[config.mk]
export PLATFORM = sky130hd
export DESIGN_NAME = mem_arbiter
export DESIGN_NICKNAME = d
export VERILOG_FILES = /design/src/rtl/mem_arbiter.sv
export SDC_FILE = /design/constraint.sdc
export NUM_CORES = 1
export LEC_CHECK = 0
export ABC_AREA = 1
export BUFFER_PORTS_ARGS = -buffer_cell sky130_fd_sc_hd__buf_2
export CORE_UTILIZATION = 52
export DETAILED_ROUTE_END_ITERATION = 8
export PLACE_DENSITY = 0.86
export SLEW_MARGIN = 40
export SYNTH_ARGS = -nofsm -noshare
export SYNTH_HDL_FRONTEND = slang
export SYNTH_SLANG_ARGS = --single-unit
[constraint.sdc]
create_clock -name clk -period 8.5 [get_ports clk]
set_clock_uncertainty 0.15 [all_clocks]
set_input_delay 0.425 -clock clk [delete_from_list [all_inputs] [get_ports clk]]
set_output_delay 0.425 -clock clk [all_outputs]
set_load 0.02 [all_outputs]
[src/rtl/mem_arbiter.sv]
// Two-master arbiter sharing one memory port between instruction fetch and data access.
// Data normally wins; a bounded starvation counter guarantees forward progress for fetch.
module mem_arbiter #(
  parameter int unsigned STARVE_MAX  = 4,
  parameter int unsigned TIMEOUT_CYC = 16
) (
  input  logic        clk,
  input  logic        rst,
  input  logic        if_req,
  input  logic [31:0] if_addr,
  output logic [31:0] if_rdata,
  output logic        if_ack,
  input  logic        dm_req,
  input  logic        dm_we,
  input  logic [3:0]  dm_sel,
  input  logic [31:0] dm_addr,
  input  logic [31:0] dm_wdata,
  output logic [31:0] dm_rdata,
  output logic        dm_ack,
  output logic        mem_ce,
  output logic        mem_we,
  output logic [3:0]  mem_sel,
  output logic [31:0] mem_addr,
  output logic [31:0] mem_wdata,
  input  logic [31:0] mem_rdata,
  input  logic        mem_ready,
  output logic        bus_err,
  output logic [5:0]  stall
);

  localparam int unsigned SW = (STARVE_MAX > 0) ? $clog2(STARVE_MAX + 1) : 1;
  localparam int unsigned WW = (TIMEOUT_CYC > 1) ? $clog2(TIMEOUT_CYC) : 1;

  typedef enum logic [1:0] {StIdle, StGntI, StGntD} state_e;

  state_e        state_q, state_d;
  logic [SW-1:0] starve_q, starve_d;
  logic [WW-1:0] wait_q, wait_d;
  logic          if_ack_q, dm_ack_q, bus_err_q;
  logic [31:0]   if_rdata_q, dm_rdata_q;
  logic          mem_we_q;
  logic [3:0]    mem_sel_q;
  logic [31:0]   mem_addr_q, mem_wdata_q;
  logic          load_i, load_d, done, timeout;
  logic          if_req_m, dm_req_m;

  // A requester whose ack is on the bus this cycle is still holding req; ignore it.
  assign if_req_m = if_req & ~if_ack_q;
  assign dm_req_m = dm_req & ~dm_ack_q;

  always_comb begin
    state_d  = state_q;
    starve_d = starve_q;
    wait_d   = wait_q;
    load_i   = 1'b0;
    load_d   = 1'b0;
    done     = 1'b0;
    timeout  = 1'b0;
    unique case (state_q)
      StIdle: begin
        if (dm_req_m && (starve_q < SW'(STARVE_MAX))) begin
          load_d = 1'b1;
        end else if (if_req_m) begin
          load_i = 1'b1;
        end else if (dm_req_m) begin
          load_d = 1'b1;
        end
        if (load_d) begin
          state_d = StGntD;
          wait_d  = '0;
          // Only a fetch that is genuinely waiting counts toward starvation.
          if (if_req_m && (starve_q < SW'(STARVE_MAX))) starve_d = starve_q + SW'(1);
        end
        if (load_i) begin
          state_d  = StGntI;
          wait_d   = '0;
          starve_d = '0;
        end
      end
      StGntI, StGntD: begin
        if (mem_ready) begin
          done = 1'b1;
        end else if (wait_q == WW'(TIMEOUT_CYC - 1)) begin
          done    = 1'b1;
          timeout = 1'b1;
        end else begin
          wait_d = wait_q + WW'(1);
        end
        if (done) state_d = StIdle;
      end
      default: state_d = StIdle;
    endcase
  end

  always_ff @(posedge clk or posedge rst) begin
    if (rst) begin
      state_q     <= StIdle;
      starve_q    <= '0;
      wait_q      <= '0;
      if_ack_q    <= 1'b0;
      dm_ack_q    <= 1'b0;
      bus_err_q   <= 1'b0;
      if_rdata_q  <= '0;
      dm_rdata_q  <= '0;
      mem_we_q    <= 1'b0;
      mem_sel_q   <= '0;
      mem_addr_q  <= '0;
      mem_wdata_q <= '0;
    end else begin
      state_q   <= state_d;
      starve_q  <= starve_d;
      wait_q    <= wait_d;
      if_ack_q  <= done && (state_q == StGntI);
      dm_ack_q  <= done && (state_q == StGntD);
      bus_err_q <= timeout;
      if (done && (state_q == StGntI)) if_rdata_q <= timeout ? 32'h0 : mem_rdata;
      if (done && (state_q == StGntD)) dm_rdata_q <= timeout ? 32'h0 : mem_rdata;
      if (load_i) begin
        mem_we_q    <= 1'b0;
        mem_sel_q   <= 4'b1111;
        mem_addr_q  <= if_addr;
        mem_wdata_q <= 32'h0;
      end else if (load_d) begin
        mem_we_q    <= dm_we;
        mem_sel_q   <= dm_sel;
        mem_addr_q  <= dm_addr;
        mem_wdata_q <= dm_wdata;
      end
    end
  end

  always_comb begin
    stall = 6'b000000;
    if (!rst) begin
      if (dm_req && !dm_ack_q) begin
        stall = 6'b011111;
      end else if (if_req && !if_ack_q) begin
        stall = 6'b000111;
      end
    end
  end

  assign mem_ce    = (state_q != StIdle);
  assign mem_we    = mem_we_q;
  assign mem_sel   = mem_sel_q;
  assign mem_addr  = mem_addr_q;
  assign mem_wdata = mem_wdata_q;
  assign if_ack    = if_ack_q;
  assign dm_ack    = dm_ack_q;
  assign if_rdata  = if_rdata_q;
  assign dm_rdata  = dm_rdata_q;
  assign bus_err   = bus_err_q;

endmodule

==> results of run 1 <==
[cells in the mapped netlist (all sizes together)]
cell type,number
nand2,295
dfrtp,145
o21ai,70
nand4,67
inv,50
nand3,39
buf,36
nand3b,32
clkbuf,27
a21oi,10
nor2,7
ha,5
conb,1
nor3,1
or2,1
[logic make-up after synthesis]
kind of cell,after synthesis
other,1
flip-flops,145
adder cells (fa/ha/maj),5
buffers and inverters,113
AO/OA/AOI/OAI,80
AND/OR/NAND/NOR,442
[area by class of cell]
class	instances	area [µm²]
clock inverters	13	161
fillers	926	3620
inverters	50	193
multi-input cells	528	2540
diodes	1	2.50
well taps	168	210
repair buffers	286	1460
clock buffers	19	443
flip-flops and latches	145	3630
[path summary, 6_finish.rpt]
| check | startpoint | to | cells after the start |
|---|---|---|---|
| worst max-delay path | state_q[0] | if_rdata[8] | 5 |
| min in group asynchronous | rst | mem_addr[6] | 3 |
| worst max register to register | state_q[0] | if_rdata[8] | 5 |
| worst min register to register | mem_addr[26] | mem_addr[26] | 2 |
| worst min-delay path | dm_wdata[5] | mem_wdata[5] | 3 |
| max in group asynchronous | rst | dm_rdata[31] | 4 |
[layer usage]
metal | track usage [%] | vias to the layer above | share of wire, %
li1 | - | 3049 | -
met1 | 36.1 | 3039 | 40
met2 | 47.9 | 317 | 48
met3 | 12.1 | 46 | 9.0
met4 | 14.7 | 0 | 2.7
met5 | 0 | - | 0
[worst max-delay path: cells and delay by family, from the launching register on]
family	cells	cell delay, ns
fa+ha+maj	1	0.70
simple gates	2	0.59
flops	1	0.37
compound gates	1	0.36
buf+inv	1	0.09
[power breakdown]
| part | switching [W] | leakage (nW) | internal, W |
|---|---|---|---|
| Combinational | 0.00120 | 2.82 | 0.000471 |
| Sequential | 0.000162 | 1.83 | 0.000994 |
| Clock | 0.000291 | 0.285 | 0.000469 |
[sequential cells by signal (all words and copies together) (netlist names)]
register and cells:
wait_q 4, starve_q 3, mem_we 1, mem_sel 4, bus_err 1, mem_wdata 32, mem_addr 32, state_q 2
if_ack 1, dm_ack 1, if_rdata 32, dm_rdata 32
[cell usage in the layout (no fill, tap or decap)]
| master | instances |
|---|---|
| ha_4 | 1 |
| or2_2 | 1 |
| clkbuf_16 | 17 |
| dfrtp_1 | 145 |
| nand3_4 | 1 |
| o21ai_1 | 8 |
| nor2_4 | 1 |
| dlygate4sd3_1 | 1 |
| clkbuf_8 | 1 |
| nand3b_1 | 32 |
| clkinv_4 | 2 |
| buf_8 | 1 |
| diode_2 | 1 |
| inv_2 | 5 |
| inv_1 | 44 |
| buf_2 | 279 |
| clkinvlp_4 | 4 |
| nand3_1 | 37 |
| bufinv_16 | 3 |
| nand2_2 | 3 |
| inv_6 | 2 |
| nand4_1 | 67 |
| nand2_4 | 2 |
| a21oi_1 | 9 |
| clkbuf_1 | 1 |
| a21oi_4 | 1 |
| nand2_1 | 290 |
| nand3_2 | 1 |
| conb_1 | 1 |
| nor3_1 | 1 |
| nor2_1 | 6 |
| buf_6 | 1 |
| o21ai_0 | 62 |
| buf_4 | 4 |
| ha_1 | 4 |
| clkinv_2 | 3 |
[per-stage QoR]
| step | utilization, % | instances | cell area, µm² | worst slack (ns) |
|---|---|---|---|---|
| floorplan | - | 786 | 6670 | 4.03 |
| global placement | 65.1 | 1175 | 7990 | 5.64 |
| detailed placement | 65.4 | 1176 | 8010 | 5.89 |
| CTS | 70.4 | 1209 | 8630 | 5.93 |
| global route | 70.4 | 1210 | 8640 | 5.87 |
| finish | 70.4 | 1210 | 8640 | 6.10 |
==> impl_metrics.toml, run 1 <==
[detailed_routing]
drtAntennaViolNets = 0
vias = 6451
viasPerCell = 5.33
wirelength_um = 19100
firstDrtPassIters = 5
drtIter0Drc = 597
wire_per_inst_um = 15.8
drc_errors = 0

[logic_synthesis]
ys_seq_area_share_pct = 54.4
synth_top_area_cell = "dfrtp_1"
synthTopCellsByArea = "dfrtp_1 54%, nand2_1 16%, nand4_1 6.3%"
syn-cell-area_mm2 = 0.00667
synthAdderAreaFrac_pct = 0.938
synth.distinct_cells = 25
syn_avg_cell_area_um2 = 8.48
synth_mux_area_share_pct = 0
synthSimpleGateAreaFrac_pct = 30.6
synth_top_family_by_area = "simple AND/OR/NAND/NOR gates"
yosysWarnings = 0
synth_xor_area_share_pct = 0
synth_cells = 786
syn_nets = 929
synth_compound_gate_area_share_pct = 6.17
synth_top_cell_area_share_pct = 54.4
ys_ff_latch = 145

[setup_path]
path_cells = "inv_1 > ha_4 > nand2_4 > o21ai_0 > nand2_1"
start_kind = "flip-flop"
worstSetupPathType = "flip-flop to flip-flop"
reg2reg_setup_slack_ns = 6.10
cp.required_ns = 8.64
crit_fanout = 69
crit_path_end_kind = "flip-flop"
cpMaxStageDelayCell = "ha_4"
arrival_ns = 2.54
slowest_delay_ns = 0.70

[sta]
hold_viol = 0
finalSetupViolCount = 0
fin_hold_ws_ns = 0.0535
tns_ns = 0
drv_slew = 0
tightest_slew_ns = 0.772
timing.final.crit_period_ns = 2.40
timing.final.crit_share_pct = 28.2
max_freq_mhz = 417
maxSlewHeadroom_pct = 48.5
rsz0062_at_grt = "false"

[min_path]
hold_class = "input pin to flip-flop"

[global_route]
grt.overflow.total = 0
antenna_found_initial = 1
grt_pass1_vias = 6249
grt_use_total_pct = 30.3
grt_max_degree = 86
grt_pass1_wl_um = 30900

[power_and_ir_drop]
power_density_mw_per_mm2 = 416
finalPower_w = 0.00359
ir_worst_vdd_mv = 0.208
p_leak_nw = 4.94

[clocking]
cts_num_sinks = 145
hold_buffers = 1
clk_pin_slew_ns = 0.06
htree_levels = 4
clk_latency_ns = 0.41
post_cts_buffers = 0
cts.path.max_buffers = 2
cts_root_buffer = "clkbuf_16"
cts_buffers = 17
cts_tree = "done"
ctsResizeCount = 0

[status]
outcome = "completed"

[floorplan]
fp.dieH_um = 115
core-area_mm2 = 0.0123
num_rows = 40
dieArea_mm2 = 0.0133
ios = 281
die_w_um = 115
initial_core_util_pct = 54.4

[layout]
drive_gt1_share_pct = 32.0
finish.net_count = 1171
area_delta_synth_final_pct = 29.6

[place]
hpwl_um = 12500
numPortBuffers = 279
place_congestion = 0.784

[job]
cap_viol_max_count = 0
Note: power is estimated with default switching activity, not from simulation.
==> run 2, diff against run 1 <==
- ABC_AREA: 1 -> 0
- CORE_UTILIZATION: 52 -> 42
- PLACE_DENSITY: 0.86 -> 0.77
- clock period: 8.5 -> 2.15 ns (I/O delays scaled with it)
==> run 2 against run 1 <==
Final cell count shrank 14%. Sequential power increased to 4.1 times the previous value. Maximum frequency grew 19%. Largest cell class unchanged. Largest power group unchanged. Highest routed layer unchanged.
==> impl_metrics.toml, run 2 <==
[sta]
max_freq_mhz = 498
hold_viol = 0
tns_ns = 0
finalSetupViolCount = 0
timing.final.crit_share_pct = 93.5
drv_slew = 0
timing.final.crit_period_ns = 2.01
rsz0062_at_grt = "false"

[logic_synthesis]
synthFlopType = "dfrtp_1"
synth_compound_gate_area_share_pct = 24.3
syn-cell-area_mm2 = 0.00574
synth_top_family_by_area = "compound AO/OA/AOI/OAI gates"
synthSimpleGateAreaFrac_pct = 5.98
synth_edf_count = 0
syn_avg_cell_area_um2 = 12.8
yosysMostFrequentCell = "dfrtp_1"
synthTopCellsByCount = "145 x dfrtp_1, 97 x a22o_1, 36 x nand2_1"
yosysWarnings = 0
synth_cells = 449
synthAdderAreaFrac_pct = 1.09
ys_ff_latch = 145
synthArstFlopShare_pct = 100
synth.distinct_cells = 46
synth_xor_area_share_pct = 0
syn_nets = 592
synth_top_cell_area_share_pct = 63.2
synth_mux_area_share_pct = 0.371
synth_top_area_cell = "dfrtp_1"
synthTopCellsByArea = "dfrtp_1 63%, a22o_1 15%, o22ai_1 3.7%"
ys_seq_area_share_pct = 63.2

[setup_path]
crit_path_end_kind = "flip-flop"
worstSetupPathType = "flip-flop to flip-flop"
r2r_start = "state_q[0]"
r2r_end = "mem_addr[26]"
worstRegToRegCells = 7
reg2reg_setup_slack_ns = 0.14
cp.required_ns = 2.30
start_kind = "flip-flop"
arrival_ns = 2.16
crit_fanout = 33

[layout]
drive_gt1_share_pct = 38.1
antenna_cells = 0
area_delta_synth_final_pct = 60.7
finish.net_count = 1000
final_cell_mix = "279 x buf_2, 145 x dfrtp_1, 137 x dlygate4sd3_1, 97 x a22o_1, 36 x nand2_1"
final_common_cell = "buf_2"

[clocking]
htree_levels = 4
clk_pin_slew_ns = 0.06
ctsResizeCount = 0
clk_latency_ns = 0.41
cts.path.max_buffers = 2
post_cts_buffers = 0
hold_buffers = 137
cts_buffers = 17
cts_num_sinks = 145
cts_tree = "done"
cts_root_buffer = "clkbuf_16"

[detailed_routing]
firstDrtPassIters = 5
drtAntennaViolNets = 0
wirelength_um = 18500
wire_per_inst_um = 17.7
drtIter0Drc = 438
drc_errors = 0
viasPerCell = 5.37
vias = 5603

[place]
place_congestion = 0.825
numPortBuffers = 279
hpwl_um = 10600

[global_route]
grt.overflow.total = 0
grt_pass1_wl_um = 29300
grt_use_total_pct = 26.7
antenna_found_initial = 0
grt_pass1_vias = 5782
grt_max_degree = 79

[power_and_ir_drop]
combPwrFrac_pct = 44.7
power_frac_seq_pct = 34.9
clockPowerShare_pct = 20.4
p_sw_w = 0.00554
power_density_mw_per_mm2 = 1490
finalPower_w = 0.0137
p_leak_nw = 4.69
p_int_w = 0.00817
ir_worst_vdd_mv = 0.824
swShare_pct = 40.4

[floorplan]
die_w_um = 119
dieArea_mm2 = 0.0141
core-area_mm2 = 0.0133
num_rows = 42
fp.dieH_um = 119
initial_core_util_pct = 43.1
ios = 281

[min_path]
hold_end = "starve_q[0]"
min-delay-start = "dm_req"
hold_class = "input pin to flip-flop"
hold_depth = 4

[status]
outcome = "completed"

[job]
cap_viol_max_count = 0
run 2: cell count changes after synthesis, moves of 33 or more:
cell     delta
inv_1      -42
nand3_1    -33
o21ai_0    -40
a22o_1     +97
nand4_1    -67
o22ai_1    +34
nand2_1   -254
run 2: worst max path at each step:
stage | cells after the start | startpoint | endpoint | slack, ns
6_report | 7 | state_q[0] | mem_addr[26] | 0.14
3_3_place_gp | 6 | state_q[0] | mem_wdata[16] | 0.25
5_1_grt | 6 | state_q[0] | mem_wdata[4] | 0.05
4_1_cts | 6 | state_q[0] | mem_wdata[14] | 0.15
2_1_floorplan | 1 | rst | bus_err | 0.07
3_5_place_dp | 6 | state_q[0] | mem_wdata[14] | 0.16
run 2: area by class of cell:
cell class,instances,area (µm²)
clock inverters,9,110
well taps,176,220
clock buffers,21,450
fillers,890,4080
repair buffers,428,2960
multi-input cells,258,1820
flip-flops and latches,145,3630
inverters,7,30.0
run 2: through the flow:
step                hold slack [ns]  std cells  util (%)  worst slack [ns]  instance area (µm²)
detailed placement            0.143        877      54.8             0.158                 7290
floorplan                    0.0283        449         -            0.0735                 5740
global route                 0.0771       1044      69.3            0.0463                 9220
global placement              0.134        877      54.8             0.251                 7290
finish                       0.0418       1044      69.3             0.140                 9220
CTS                          0.0206       1044      69.3             0.149                 9220
run 2: per-layer routing:
layer	vias up	GRT usage [%]	share of wire [%]	routed length, µm
met5	-	0	0	0
met4	0	14.4	3.7	691
met3	59	7.28	8.4	1550
met2	335	45.9	50	9280
met1	2715	30.3	38	7000
li1	2494	-	-	-
run 2: cell families (layout without fill, tap and decap cells):
group | Yosys count | after routing
adder cells (fa/ha/maj) | 5 | 5
flip-flops | 145 | 145
AND/OR/NAND/NOR | 65 | 65
multiplexers | 2 | 2
AO/OA/AOI/OAI | 185 | 185
other | 1 | 1
buffers and inverters | 46 | 465
run 2: worst max-delay path, cell delays in order (launching register included):
cell and delay [ns]:
dfrtp_1 0.39, inv_1 0.10, ha_1 0.36, nand3b_4 0.14
nor2_4 0.16, buf_12 0.20, o22ai_1 0.12, o21ai_0 0.26
run 2: power by group through the flow:
stage	logic, W	registers (W)	clock network (W)
final	0.00613	0.00478	0.00280
after detailed placement	0.00588	0.00472	0
after CTS	0.00606	0.00474	0.00288
after global routing	0.00653	0.00493	0.00299
after global placement	0.00569	0.00470	0
after floorplan	0.00239	0.00620	0
